`src/rtl/mem_arbiter.sv`:
```
// mem_arbiter -- two-requester arbiter for a single-port program/data memory.
//
// A CPU control unit and a host loader share one memory port. A Moore grant
// FSM (IDLE / GCPU / GHOST) hands the port to one requester at a time; ties
// from IDLE go to the side that was not served last. The memory strobe is
// gated combinationally by the holder's request, so an access stops in the
// same cycle its request drops.
//
// Optional feature (macro ARB_TIMEOUT_EN): a 2-bit hold counter forces the
// grant over to the other side after 4 consecutive contended granted cycles.
// Without the macro a holder keeps the grant for as long as its req is high.
//
// Ports:
//   clk, rst_n                      clock, asynchronous active-low reset
//   req_cpu, we_cpu                 CPU request (held for the access), write enable
//   addr_cpu[AW], wdata_cpu[DW]     CPU address / write data
//   req_host, we_host               host loader request, write enable
//   addr_host[AW], wdata_host[DW]   host address / write data
//   gnt_cpu, gnt_host               registered grants (one-hot or zero)
//   mem_en, mem_we                  memory strobe and write enable
//   mem_addr[AW], mem_wdata[DW]     memory address / write data

module mem_arbiter #(
  parameter int DW = 8,
  parameter int AW = 4
) (
  input  logic          clk,
  input  logic          rst_n,
  input  logic          req_cpu,
  input  logic          we_cpu,
  input  logic [AW-1:0] addr_cpu,
  input  logic [DW-1:0] wdata_cpu,
  input  logic          req_host,
  input  logic          we_host,
  input  logic [AW-1:0] addr_host,
  input  logic [DW-1:0] wdata_host,
  output logic          gnt_cpu,
  output logic          gnt_host,
  output logic          mem_en,
  output logic          mem_we,
  output logic [AW-1:0] mem_addr,
  output logic [DW-1:0] mem_wdata
);

  typedef enum logic [1:0] {
    IDLE  = 2'd0,
    GCPU  = 2'd1,
    GHOST = 2'd2
  } state_t;

  state_t state, state_nxt;
  logic   last_host;   // 1: host was the last side granted
  logic   timeout;     // holder must yield to a waiting requester

`ifdef ARB_TIMEOUT_EN
  logic [1:0] hold_cnt, hold_cnt_nxt;
  logic       contended;

  // Reaching 3 means this is the 4th consecutive contended cycle.
  assign timeout   = (hold_cnt == 2'd3);
  assign contended = ((state == GCPU) && req_host) || ((state == GHOST) && req_cpu);

  always_comb begin
    hold_cnt_nxt = '0;
    if ((state_nxt == state) && contended)
      hold_cnt_nxt = hold_cnt + 2'd1;
  end

  always_ff @(posedge clk or negedge rst_n) begin
    if (!rst_n) hold_cnt <= '0;
    else        hold_cnt <= hold_cnt_nxt;
  end
`else
  assign timeout = 1'b0;
`endif

  // Next-state logic
  always_comb begin
    state_nxt = IDLE;
    case (state)
      IDLE: begin
        if (req_cpu && req_host) state_nxt = last_host ? GCPU : GHOST;
        else if (req_cpu)        state_nxt = GCPU;
        else if (req_host)       state_nxt = GHOST;
        else                     state_nxt = IDLE;
      end
      GCPU: begin
        if (req_host && (!req_cpu || timeout)) state_nxt = GHOST;
        else if (req_cpu)                      state_nxt = GCPU;
        else                                   state_nxt = IDLE;
      end
      GHOST: begin
        if (req_cpu && (!req_host || timeout)) state_nxt = GCPU;
        else if (req_host)                     state_nxt = GHOST;
        else                                   state_nxt = IDLE;
      end
      default: state_nxt = IDLE;
    endcase
  end

  always_ff @(posedge clk or negedge rst_n) begin
    if (!rst_n) begin
      state     <= IDLE;
      last_host <= 1'b1;
    end else begin
      state <= state_nxt;
      if ((state_nxt == GCPU) && (state != GCPU))
        last_host <= 1'b0;
      else if ((state_nxt == GHOST) && (state != GHOST))
        last_host <= 1'b1;
    end
  end

  // Outputs: grants decode the state register; the memory port is muxed
  // from the holder and zeroed when nobody holds the grant.
  always_comb begin
    gnt_cpu   = 1'b0;
    gnt_host  = 1'b0;
    mem_en    = 1'b0;
    mem_we    = 1'b0;
    mem_addr  = '0;
    mem_wdata = '0;
    case (state)
      GCPU: begin
        gnt_cpu   = 1'b1;
        mem_en    = req_cpu;
        mem_we    = we_cpu;
        mem_addr  = addr_cpu;
        mem_wdata = wdata_cpu;
      end
      GHOST: begin
        gnt_host  = 1'b1;
        mem_en    = req_host;
        mem_we    = we_host;
        mem_addr  = addr_host;
        mem_wdata = wdata_host;
      end
      default: ;
    endcase
  end

endmodule
```
`config.mk`:
```
export PLATFORM = sky130hd
export DESIGN_NAME = mem_arbiter
export DESIGN_NICKNAME = d
export VERILOG_FILES = /design/src/rtl/mem_arbiter.sv
export SDC_FILE = /design/constraint.sdc
export NUM_CORES = 1
export LEC_CHECK = 0
export CORE_UTILIZATION = 30
export CTS_CLUSTER_SIZE = 12
export DETAILED_ROUTE_END_ITERATION = 6
export PLACE_DENSITY = 0.87
export SKIP_LAST_GASP = 1
export SLEW_MARGIN = 0
export SYNTH_ARGS = -nofsm -noshare
export SYNTH_HDL_FRONTEND = slang
export SYNTH_SLANG_ARGS = --single-unit
```
`constraint.sdc`:
```
create_clock -name clk -period 2 [get_ports clk]
set_clock_uncertainty 0.1 [all_clocks]
set_input_delay 0.5 -clock clk [delete_from_list [all_inputs] [get_ports clk]]
set_output_delay 0.5 -clock clk [all_outputs]
set_load 0.03 [all_outputs]
```
Word level (Yosys, flattened, before mapping)
Cells that the tools add are included.

cells by class
  reductions and logical operators = 9
  mux-type cells = 16
  eq/ne operators = 6

operator list
  kind                                                                      count
  8-bit case mux with 2 select lines                                        1
  2-bit 2-to-1 mux                                                          6
  4-bit case mux with 2 select lines                                        1
  2-bit case mux with 3 select lines                                        1
  1-bit logical AND                                                         5
  1-bit 2-to-1 mux                                                          5
  2-bit by 1-bit == test with 1-bit output (second input constant)          2
  2-bit == test (second input constant)                                     2
  1-bit case mux with 2 select lines                                        2
  1-bit zero test                                                           2
  2-bit zero test                                                           1
  2-bit by 1-bit inequality test with 1-bit output (second input constant)  1
  2-bit inequality test (second input constant)                             1
  2-bit nonzero test                                                        1

storage, ports and cells
  output and inout port bits = 16
  flip-flop bits (word level) = 3
  logic and storage cells = 33

Depth between registers and ports, before layout
  depth in word-level cells = 8
  mapped depth = 7
  gate-level depth less buffers = 5

Worst setup path before layout
Ideal clock, no wire load.

  path kind = register -> output
  from = register state[1]
  to = output mem_addr[1]
  stages on the path, launching flop included = 7
  setup slack = -0.272 ns
  arrival = 1.672 ns
  path buffers = 2
  required time = 1.400 ns
  cells stage by stage = dfrtp_1 inv_1 ha_1 buf_6 buf_2 a22oi_1 nor2b_1

between the ends
  cells in the longest elaborated chain, start to end = 2
  elaborated cells between the ends (all ways) = 3
  those cells by class = 2 x eq/ne; 1 x mux

RTL lines
  element                                                                           RTL line  RTL
  start: declaration                                                                51        state_t state, state_nxt;
  start signal: assignment                                                          106       state <= state_nxt;
  2-bit == test / 2-bit by 1-bit == test with 1-bit output (equally long branches)  123       case (state)
  4-bit case mux with 2 select lines (*)                                            123
  end: declaration                                                                  41        output logic [AW-1:0] mem_addr,

Every way passes the cells marked *; elsewhere a longest branch is shown, timed or not.

Worst setup path in the final report
  from = register state[1]
  to = output mem_addr[0]

The elaborated chain is that of the path after synthesis.

==> flow_summary.ini <==
[timing]
fin_crit_sh_pct = 104
hold_violations = 0
worst_slew_pin_slew_ns = 0.270
fin_tns_setup_ns = -0.633
rsz0062_at_grt = true
fin_ws_ns = -0.0713
fmax_mhz = 483
maxSlewHeadroom_pct = 81.8
period_needed_ns = 2.07
final-setup-viol-count = 13
whs_ns = 0.351
drv_slew = 0

[yosys]
avgSynthCellArea_sq_um = 8.74
synth.area.top_cells = nor2b_1 21%, a22oi_1 21%, dfrtp_1 10%
syn_inst = 57
yosys_warnings = 0
ys_seq_elements = 3
synth.net_count = 91
seq_area_frac_synth_pct = 15.3
synth_top_cell_by_area = nor2b_1
synth_area_sq_um = 498
synth_top_area_share_pct = 21.4
synth.distinct_cells = 20

[grt]
grt_overflow = 0
grt_pass1_vias = 613
grt_pass1_wl_um = 2760
grt_use_total_pct = 20.6
antenna_found_initial = 0
grt_max_degree = 17

[placed_design]
port_buffers = 45
placed_area_sq_um = 972
hpwl_um = 1280
place.gp.congestion = 0.713
dpl_worst_slack_ns = 0.0140

[floorplan]
std_cell_rows = 14
ios = 46
die_area_sq_um = 1830
die_x_um = 42.7
start_util_pct = 32.7
die_h_um = 42.7
core_area_sq_um = 1520

[route]
vias_per_cell = 5.29
wl_per_cell_um = 16.9
route.detailed.drc = 0
drtIter0Drc = 7
num_vias = 704
dr.pass1.iters = 4
routed_wl_um = 2250
postRouteAntennaNets = 0

[clocking]
cts.sinks = 3
worstSkewPairLatency_ns = 0.23
cts.htree.levels = 1
hold_buffers = 0
cts_tree = yes
numCtsBuffers = 3
cts-root-buf = clkbuf_4
clockBufferDepth = 2
clk_pin_slew_ns = 0.04

[layout]
stdcell_area_sq_um = 1250
drive_gt1_share_pct = 62.4
regArea_sq_um = 76.3
area_delta_synth_final_pct = 152
diodes = 0
nNetsFinal = 152
multi_input_area_sq_um = 507
fill_cells = 94
final_common_cell = clkdlybuf4s50_1
mostFrequentLayoutCells = 29 x clkdlybuf4s50_1, 18 x buf_6, 14 x a22oi_2, 14 x nor2b_2, 12 x buf_4

[power_and_ir_drop]
power_uw = 2070
p_per_area_nw_per_um2 = 1650
ir_drop_mv = 1.03
p_leak_uw = 0.000492

[hold_path]
min_path_type = primary input to async pin

[critical_path]
endpoint_kind = output port
r2r-end = last_host
reg2regPathDepth = 7
start_kind = flip-flop
cp.required_ns = 1.40
crit_path_start = state[1]
arrival_ns = 1.47
critPathKind = flip-flop to output port
r2r_slack_ns = 0.33
cp_max_fo = 8
timing.rr.start = state[1]

[status]
run_status = finished, violations left
violations = setup timing

[job]
drv_cap = 0
==> routing by layer <==
layer | global-route usage (%) | vias to the layer above | part of all wire, %
met5 | 0 | - | 0
met4 | 12.5 | 0 | 2.3
met3 | 4.26 | 6 | 3.8
met2 | 35.2 | 27 | 57
met1 | 22.9 | 345 | 36
li1 | - | 326 | -
==> layout make-up <==
class	count	area share [%]
multi-input cells	46	40.4
inverters	3	0.898
flip-flops and latches	3	6.09
clock buffers	4	2.10
well taps	16	1.60
repair buffers	61	48.9
==> cell usage after synthesis <==
master     n
o311ai_4   1
a22oi_1   14
nor2_1     2
o21a_1     1
o211ai_1   1
ha_1       4
dfstp_2    1
nor2b_4    1
buf_6      2
buf_8      1
inv_1      3
nand2_1    1
nor2b_1   17
clkbuf_1   1
a32oi_1    1
nor2_4     1
dfrtp_1    2
o21ai_0    1
nand3b_2   1
buf_2      1
==> worst max-delay path by stage <==
stage                        end  depth (start not counted)  slack, ns
global placement          mem_en                          4       0.05
finish               mem_addr[0]                          6      -0.07
global route        mem_wdata[1]                          6      -0.12
floorplan            mem_addr[3]                          6       0.01
detailed placement  mem_wdata[4]                          4       0.01
CTS                 mem_wdata[4]                          5      -0.04
==> sequential cells by signal, indices dropped and copies added, names as in the netlist <==
register / cells
state: 2
last_host: 1
==> worst max-delay path, stage by stage (launching register included) <==
cell     delay (ns)
dfrtp_1        0.39
buf_6          0.13
ha_4           0.19
buf_8          0.15
a22oi_2        0.19
nor2b_2        0.06
buf_6          0.13
==> power breakdown <==
group | total [uW] | leakage [uW] | internal, uW | switching (uW)
combinational | 1840 | 0.000441 | 956 | 884
clock | 105 | 0.0000150 | 74.7 | 30.0
sequential | 128 | 0.0000362 | 101 | 27.5
total | 2070 | 0.000492 | 1130 | 942
==> cells by family after synthesis <==
group | after synthesis | synth area share (%)
DFF | 3 | 15.3
adders and majority gates | 4 | 10.1
and+or+nand+nor | 23 | 30.9
buffers and inverters | 8 | 11.6
AOI/OAI and AO/OA | 19 | 32.2
==> through the flow <==
stage	cells	utilization, %
after detailed placement	117	63.8
after global placement	117	63.8
after CTS	123	68.0
after floorplan	57	-
after global routing	133	82.3
final	133	82.3
==> what timing repair did <==
item                                    4_1_cts  5_1_grt
endpoints found under the setup margin       14       15
setup buffers                                 2       10
gates resized for setup                       4       37
pin swaps                                     2        9
cloned                                        0        0
Note: power is estimated with default switching activity, not from simulation.
